`config.mk`:
```
export PLATFORM = sky130hd
export DESIGN_NAME = logic_unit_arbiter
export DESIGN_NICKNAME = d
export VERILOG_FILES = /design/src/rtl/logic_unit_pkg.sv /design/src/rtl/logic_unit.sv /design/src/rtl/logic_unit_arbiter.sv
export SDC_FILE = /design/constraint.sdc
export NUM_CORES = 1
export LEC_CHECK = 0
export ABC_AREA = 1
export CAP_MARGIN = 20
export CORE_MARGIN = 1
export CORE_UTILIZATION = 46
export DETAILED_ROUTE_END_ITERATION = 16
export PLACE_DENSITY = 0.77
export SKIP_CTS_REPAIR_TIMING = 1
export SLEW_MARGIN = 10
export SYNTH_ARGS = -nofsm -noshare
export SYNTH_HDL_FRONTEND = slang
export SYNTH_SLANG_ARGS = --single-unit
```
`constraint.sdc`:
```
create_clock -name clk -period 1.4 [get_ports clk]
set_input_delay 0.28 -clock clk [delete_from_list [all_inputs] [get_ports clk]]
set_output_delay 0.28 -clock clk [all_outputs]
set_load 0.005 [all_outputs]
```
`src/rtl/logic_unit_pkg.sv`:
```
// Shared opcode and state encodings for the arbitrated logic unit.
// Latency: none (definitions only).
// Backpressure: none (definitions only).
package logic_unit_pkg;

  localparam logic [1:0] OP_AND  = 2'b00;
  localparam logic [1:0] OP_OR   = 2'b01;
  localparam logic [1:0] OP_XOR  = 2'b10;
  localparam logic [1:0] OP_NAND = 2'b11;

  typedef enum logic [1:0] {
    ST_IDLE = 2'b00,
    ST_EXEC = 2'b01,
    ST_DONE = 2'b10
  } state_t;

endpackage

```
`src/rtl/logic_unit.sv`:
```
// Registered two-input logic unit: po_c <= op(pi_a, pi_b) when enabled.
// Latency: 1 cycle from pi_en to po_c.
// Backpressure: none; po_c holds its value while pi_en is low.
module logic_unit (
  input  logic       clk,
  input  logic       rst_n,
  input  logic       pi_a,
  input  logic       pi_b,
  input  logic [1:0] pi_op,
  input  logic       pi_en,
  output logic       po_c
);

  import logic_unit_pkg::*;

  // Evaluate the selected boolean operation into the result register
  always_ff @(posedge clk or negedge rst_n) begin
    if (!rst_n) begin
      po_c <= 1'b0;
    end else if (pi_en) begin
      case (pi_op)
        OP_AND:  po_c <= pi_a & pi_b;
        OP_OR:   po_c <= pi_a | pi_b;
        OP_XOR:  po_c <= pi_a ^ pi_b;
        default: po_c <= ~(pi_a & pi_b);
      endcase
    end
  end

endmodule

```
`src/rtl/logic_unit_arbiter.sv`:
```
// Round-robin arbiter sharing one registered logic unit among NUM_REQ requesters.
// Latency: grant 1 cycle after sampled request, ack with result 2 cycles after; 3 cycles per transaction.
// Backpressure: requests are level-held until ack; losing requesters simply stay pending.
module logic_unit_arbiter #(
  parameter  int NUM_REQ = 4,
  localparam int PTR_W   = $clog2(NUM_REQ)
) (
  input  logic                 clk,
  input  logic                 rst_n,
  input  logic [NUM_REQ-1:0]   pi_req,
  input  logic [NUM_REQ-1:0]   pi_a,
  input  logic [NUM_REQ-1:0]   pi_b,
  input  logic [2*NUM_REQ-1:0] pi_op,
  output logic [NUM_REQ-1:0]   po_gnt,
  output logic [NUM_REQ-1:0]   po_ack,
  output logic                 po_c,
  output logic                 po_busy
);

  import logic_unit_pkg::*;

  state_t               state_q;
  logic [PTR_W-1:0]     ptr_q;
  logic [PTR_W-1:0]     gidx_q;
  logic [NUM_REQ-1:0]   gnt_q;
  logic                 a_q;
  logic                 b_q;
  logic [1:0]           op_q;

  logic                 sel_vld;
  logic [PTR_W-1:0]     sel_idx;
  logic                 sel_a;
  logic                 sel_b;
  logic [1:0]           sel_op;
  logic                 lu_en;

  // Cyclic priority search from the pointer; iterating backwards lets the
  // first hit at or after the pointer be the last (winning) assignment.
  always_comb begin
    sel_vld = 1'b0;
    sel_idx = ptr_q;
    sel_a   = 1'b0;
    sel_b   = 1'b0;
    sel_op  = 2'b00;
    for (int i = NUM_REQ - 1; i >= 0; i--) begin
      if (pi_req[(int'(ptr_q) + i) % NUM_REQ]) begin
        sel_vld = 1'b1;
        sel_idx = PTR_W'((int'(ptr_q) + i) % NUM_REQ);
        sel_a   = pi_a[(int'(ptr_q) + i) % NUM_REQ];
        sel_b   = pi_b[(int'(ptr_q) + i) % NUM_REQ];
        sel_op  = pi_op[2 * ((int'(ptr_q) + i) % NUM_REQ) +: 2];
      end
    end
  end

  // Transaction FSM: grant and capture operands, execute, then acknowledge
  always_ff @(posedge clk or negedge rst_n) begin
    if (!rst_n) begin
      state_q <= ST_IDLE;
      ptr_q   <= '0;
      gidx_q  <= '0;
      gnt_q   <= '0;
      a_q     <= 1'b0;
      b_q     <= 1'b0;
      op_q    <= 2'b00;
    end else begin
      case (state_q)
        ST_IDLE: begin
          if (sel_vld) begin
            gnt_q   <= NUM_REQ'(1) << sel_idx;
            gidx_q  <= sel_idx;
            a_q     <= sel_a;
            b_q     <= sel_b;
            op_q    <= sel_op;
            state_q <= ST_EXEC;
          end
        end
        ST_EXEC: begin
          state_q <= ST_DONE;
        end
        ST_DONE: begin
          gnt_q   <= '0;
          ptr_q   <= (gidx_q == PTR_W'(NUM_REQ - 1)) ? '0 : gidx_q + PTR_W'(1);
          state_q <= ST_IDLE;
        end
        default: begin
          gnt_q   <= '0;
          state_q <= ST_IDLE;
        end
      endcase
    end
  end

  assign lu_en   = (state_q == ST_EXEC);
  assign po_gnt  = gnt_q;
  assign po_ack  = (state_q == ST_DONE) ? gnt_q : '0;
  assign po_busy = (state_q != ST_IDLE);

  logic_unit u_logic_unit (
    .clk   (clk),
    .rst_n (rst_n),
    .pi_a  (a_q),
    .pi_b  (b_q),
    .pi_op (op_q),
    .pi_en (lu_en),
    .po_c  (po_c)
  );

endmodule

```
==> flow_summary.ini <==
[power]
leakage_nw = 1.13
power_mw = 5.02
power_density_nw_per_um2 = 2360
ir_worst_vdd_uv = 1120
pwr-share-clk_pct = 4.9
power_frac_comb_pct = 79.0
power.internal_mw = 2.54
pwr-share-seq_pct = 16.1
sw_frac_of_total_pct = 49.5
p_sw_mw = 2.48

[synth]
async_flop_share_pct = 100
synth.most_common_cell = nand2_1
syn_nets = 252
synth_cells = 227
yosysTopAreaCell = dfrtp_1
synth_edf_count = 0
synth_area_per_cell_sq_um = 6.30
yosysWarnings = 0
yosysSeqAreaShare_pct = 26.2
synth_seq_cells = 15
synthFlopType = dfrtp_1
netlist_area_sq_um = 1430
synth_common_cells = nand2_1, o21ai_0, inv_1, nor2_1
yosys-top-cells-area = dfrtp_1, nand2_1, o21ai_0, inv_1, nand3_1
synth_top_area_share_pct = 26.2
synth.distinct_cells = 24

[cts]
insertion_delay_ps = 280
cts_buffers = 3
cts-root-buf = clkbuf_4
clkTransAtPathRegs_ps = 90
cts.sinks = 15
cts_tree = yes
ctsHtreeMaxLevel = 1
cts_max_path_buffers = 2

[critical_path]
worstPathArrival_ps = 1780
crit_required_ps = 1580
r2r_setup_slack_ps = -200
slowest_stage = dfrtp_2
critical_path_class = flip-flop to flip-flop
worstPathCellList = buf_4 -> clkbuf_16 -> o21ai_0 -> nor2_1 -> o21ai_0 -> nand3_1 -> nand2_1 -> a21oi_1
start_kind = flip-flop
crit_top_cell = o21ai_0
path_max_fanout = 14
end_kind = flip-flop
slowest_delay_ps = 450

[global_routing]
antenna_found_initial = 0
use_met3_pct = 5.58
overflow = 0
grt_max_degree = 29
busiest_layer = met2
grt_pass1_wl_microns = 5920
met1_usage_pct = 30.1
grt_use_met2_pct = 38.9
grt.total_usage_pct = 22.5
grt_pass1_vias = 1442

[placed_design]
place.gp.congestion = 0.850
portBuffers = 31
hpwl_microns = 2710
dp_slack_ps = -410

[sta]
hold_viol = 0
max_slew.worst_pin.slew_ps = 312
slew_headroom_pct = 79.0
layout_setup_ws_ps = -201
slew_violations = 0
grt_setup_unrepaired = true
setup_viol = 11
fin_skew_ps = 1.10
min_period_over_period_pct = 114
clock.fmax_ghz = 0.624
period_needed_ps = 1600
finalSetupTns_ps = -1520

[detailed_routing]
post_drt_via_cell_ratio = 5.18
drt_iter0_drc = 98
drt_wl_total_microns = 3660
vias = 1656
drt-pass1-iter-count = 4
routedWlPerCell_microns = 11.4
drc = 0
detail-route-antenna-nets = 0

[hold_path]
hold_path_class = input pin to async pin

[die]
die_h_microns = 57.8
core_area_sq_um = 2850
start_util_pct = 50.1
die_area_sq_um = 3340
io_pins = 32
rows = 19
fp.dieW_microns = 57.8

[final_layout]
syn2layout_area_growth_pct = 48.6
drive_above_1_share_pct = 29.1
fill_cells = 228
num_antenna_cells = 0
final_core_util_pct = 74.5
fin_nets = 315

[outcome]
status = complete, but fails checks
violations = setup timing

[run]
drv_cap = 0
==> routing by layer <==
layer | share of wire (%) | vias up
li1 | - | 857
met1 | 45 | 764
met2 | 50 | 35
met3 | 4.4 | 0
met4 | 0 | 0
met5 | 0 | -
==> final timing paths <==
path | startpoint | to | cells past startpoint
max | ptr_q[0]$_DFFE_PN0N_ | op_q[0]$_DFFE_PN0P_ | 8
min | rst_n | ptr_q[0]$_DFFE_PN0N_ | 2
max reg2reg | ptr_q[0]$_DFFE_PN0N_ | op_q[0]$_DFFE_PN0P_ | 8
min reg2reg | u_logic_unit.po_c$_DFFE_PN0N_ | u_logic_unit.po_c$_DFFE_PN0N_ | 2
max in group asynchronous | rst_n | ptr_q[1]$_DFFE_PN0N_ | 2
min in group clk | u_logic_unit.po_c$_DFFE_PN0N_ | u_logic_unit.po_c$_DFFE_PN0N_ | 2
==> placed cells by master, fill, tap and decap left out, drive strengths merged <==
cell,instances
dfrtp,15
a21oi,10
clkdlybuf4s50,21
o21ai,31
ha,3
clkbuf,7
o31ai,1
nand3,16
inv,31
nand2,79
o21bai,2
a211oi,1
o21a,5
nor2,22
mux2i,4
o211ai,1
dlymetal6s2s,5
buf,35
==> kinds of logic after synthesis <==
kind of cell | after synthesis | share of synthesized area (%)
simple gates | 117 | 36.7
compound gates | 51 | 19.6
buf+inv | 37 | 12.1
flops | 15 | 26.2
mux | 4 | 2.80
fa+ha+maj | 3 | 2.62
==> area by class of cell <==
cell class / instances / area [sq um] / share of cell area (%)
well taps: 31 / 38.8 / 1.83
clock buffers: 4 / 26.3 / 1.24
repair buffers: 64 / 583 / 27.4
multi-input cells: 175 / 965 / 45.4
inverters: 31 / 134 / 6.30
flip-flops and latches: 15 / 378 / 17.8
==> through the flow <==
| step | hold slack, ps | instances | cell area [sq um] |
|---|---|---|---|
| 2_1_floorplan | -15.6 | 227 | 1450 |
| 3_3_place_gp | 471 | 309 | 1950 |
| 4_1_cts | 309 | 313 | 1980 |
| 6_report | 306 | 320 | 2120 |
| 3_5_place_dp | 475 | 309 | 1950 |
| 5_1_grt | 309 | 320 | 2120 |
==> registers in the layout, indices dropped and copies added (netlist names) <==
register,count
op_q,2
ptr_q,2
a_q,1
state_q,2
u_logic_unit.po_c,1
b_q,1
po_gnt,4
gidx_q,2
==> power by group through the flow <==
| stage | Sequential, mW | Clock (mW) | Combinational (mW) |
|---|---|---|---|
| after global placement | 0.779 | 0 | 3.44 |
| final | 0.807 | 0.248 | 3.96 |
| after global routing | 0.831 | 0.275 | 4.43 |
| after CTS | 0.779 | 0.251 | 3.52 |
| after floorplan | 0.759 | 0 | 2.39 |
| after detailed placement | 0.787 | 0 | 3.50 |
==> worst max-delay path, delay by kind of cell, from the launching register on <==
family          cells  cell delay (ps)
compound gates      3              480
buf+inv             2              320
flops               1              450
simple gates        3              240
No activity file was read; power rests on OpenSTA's default activity.
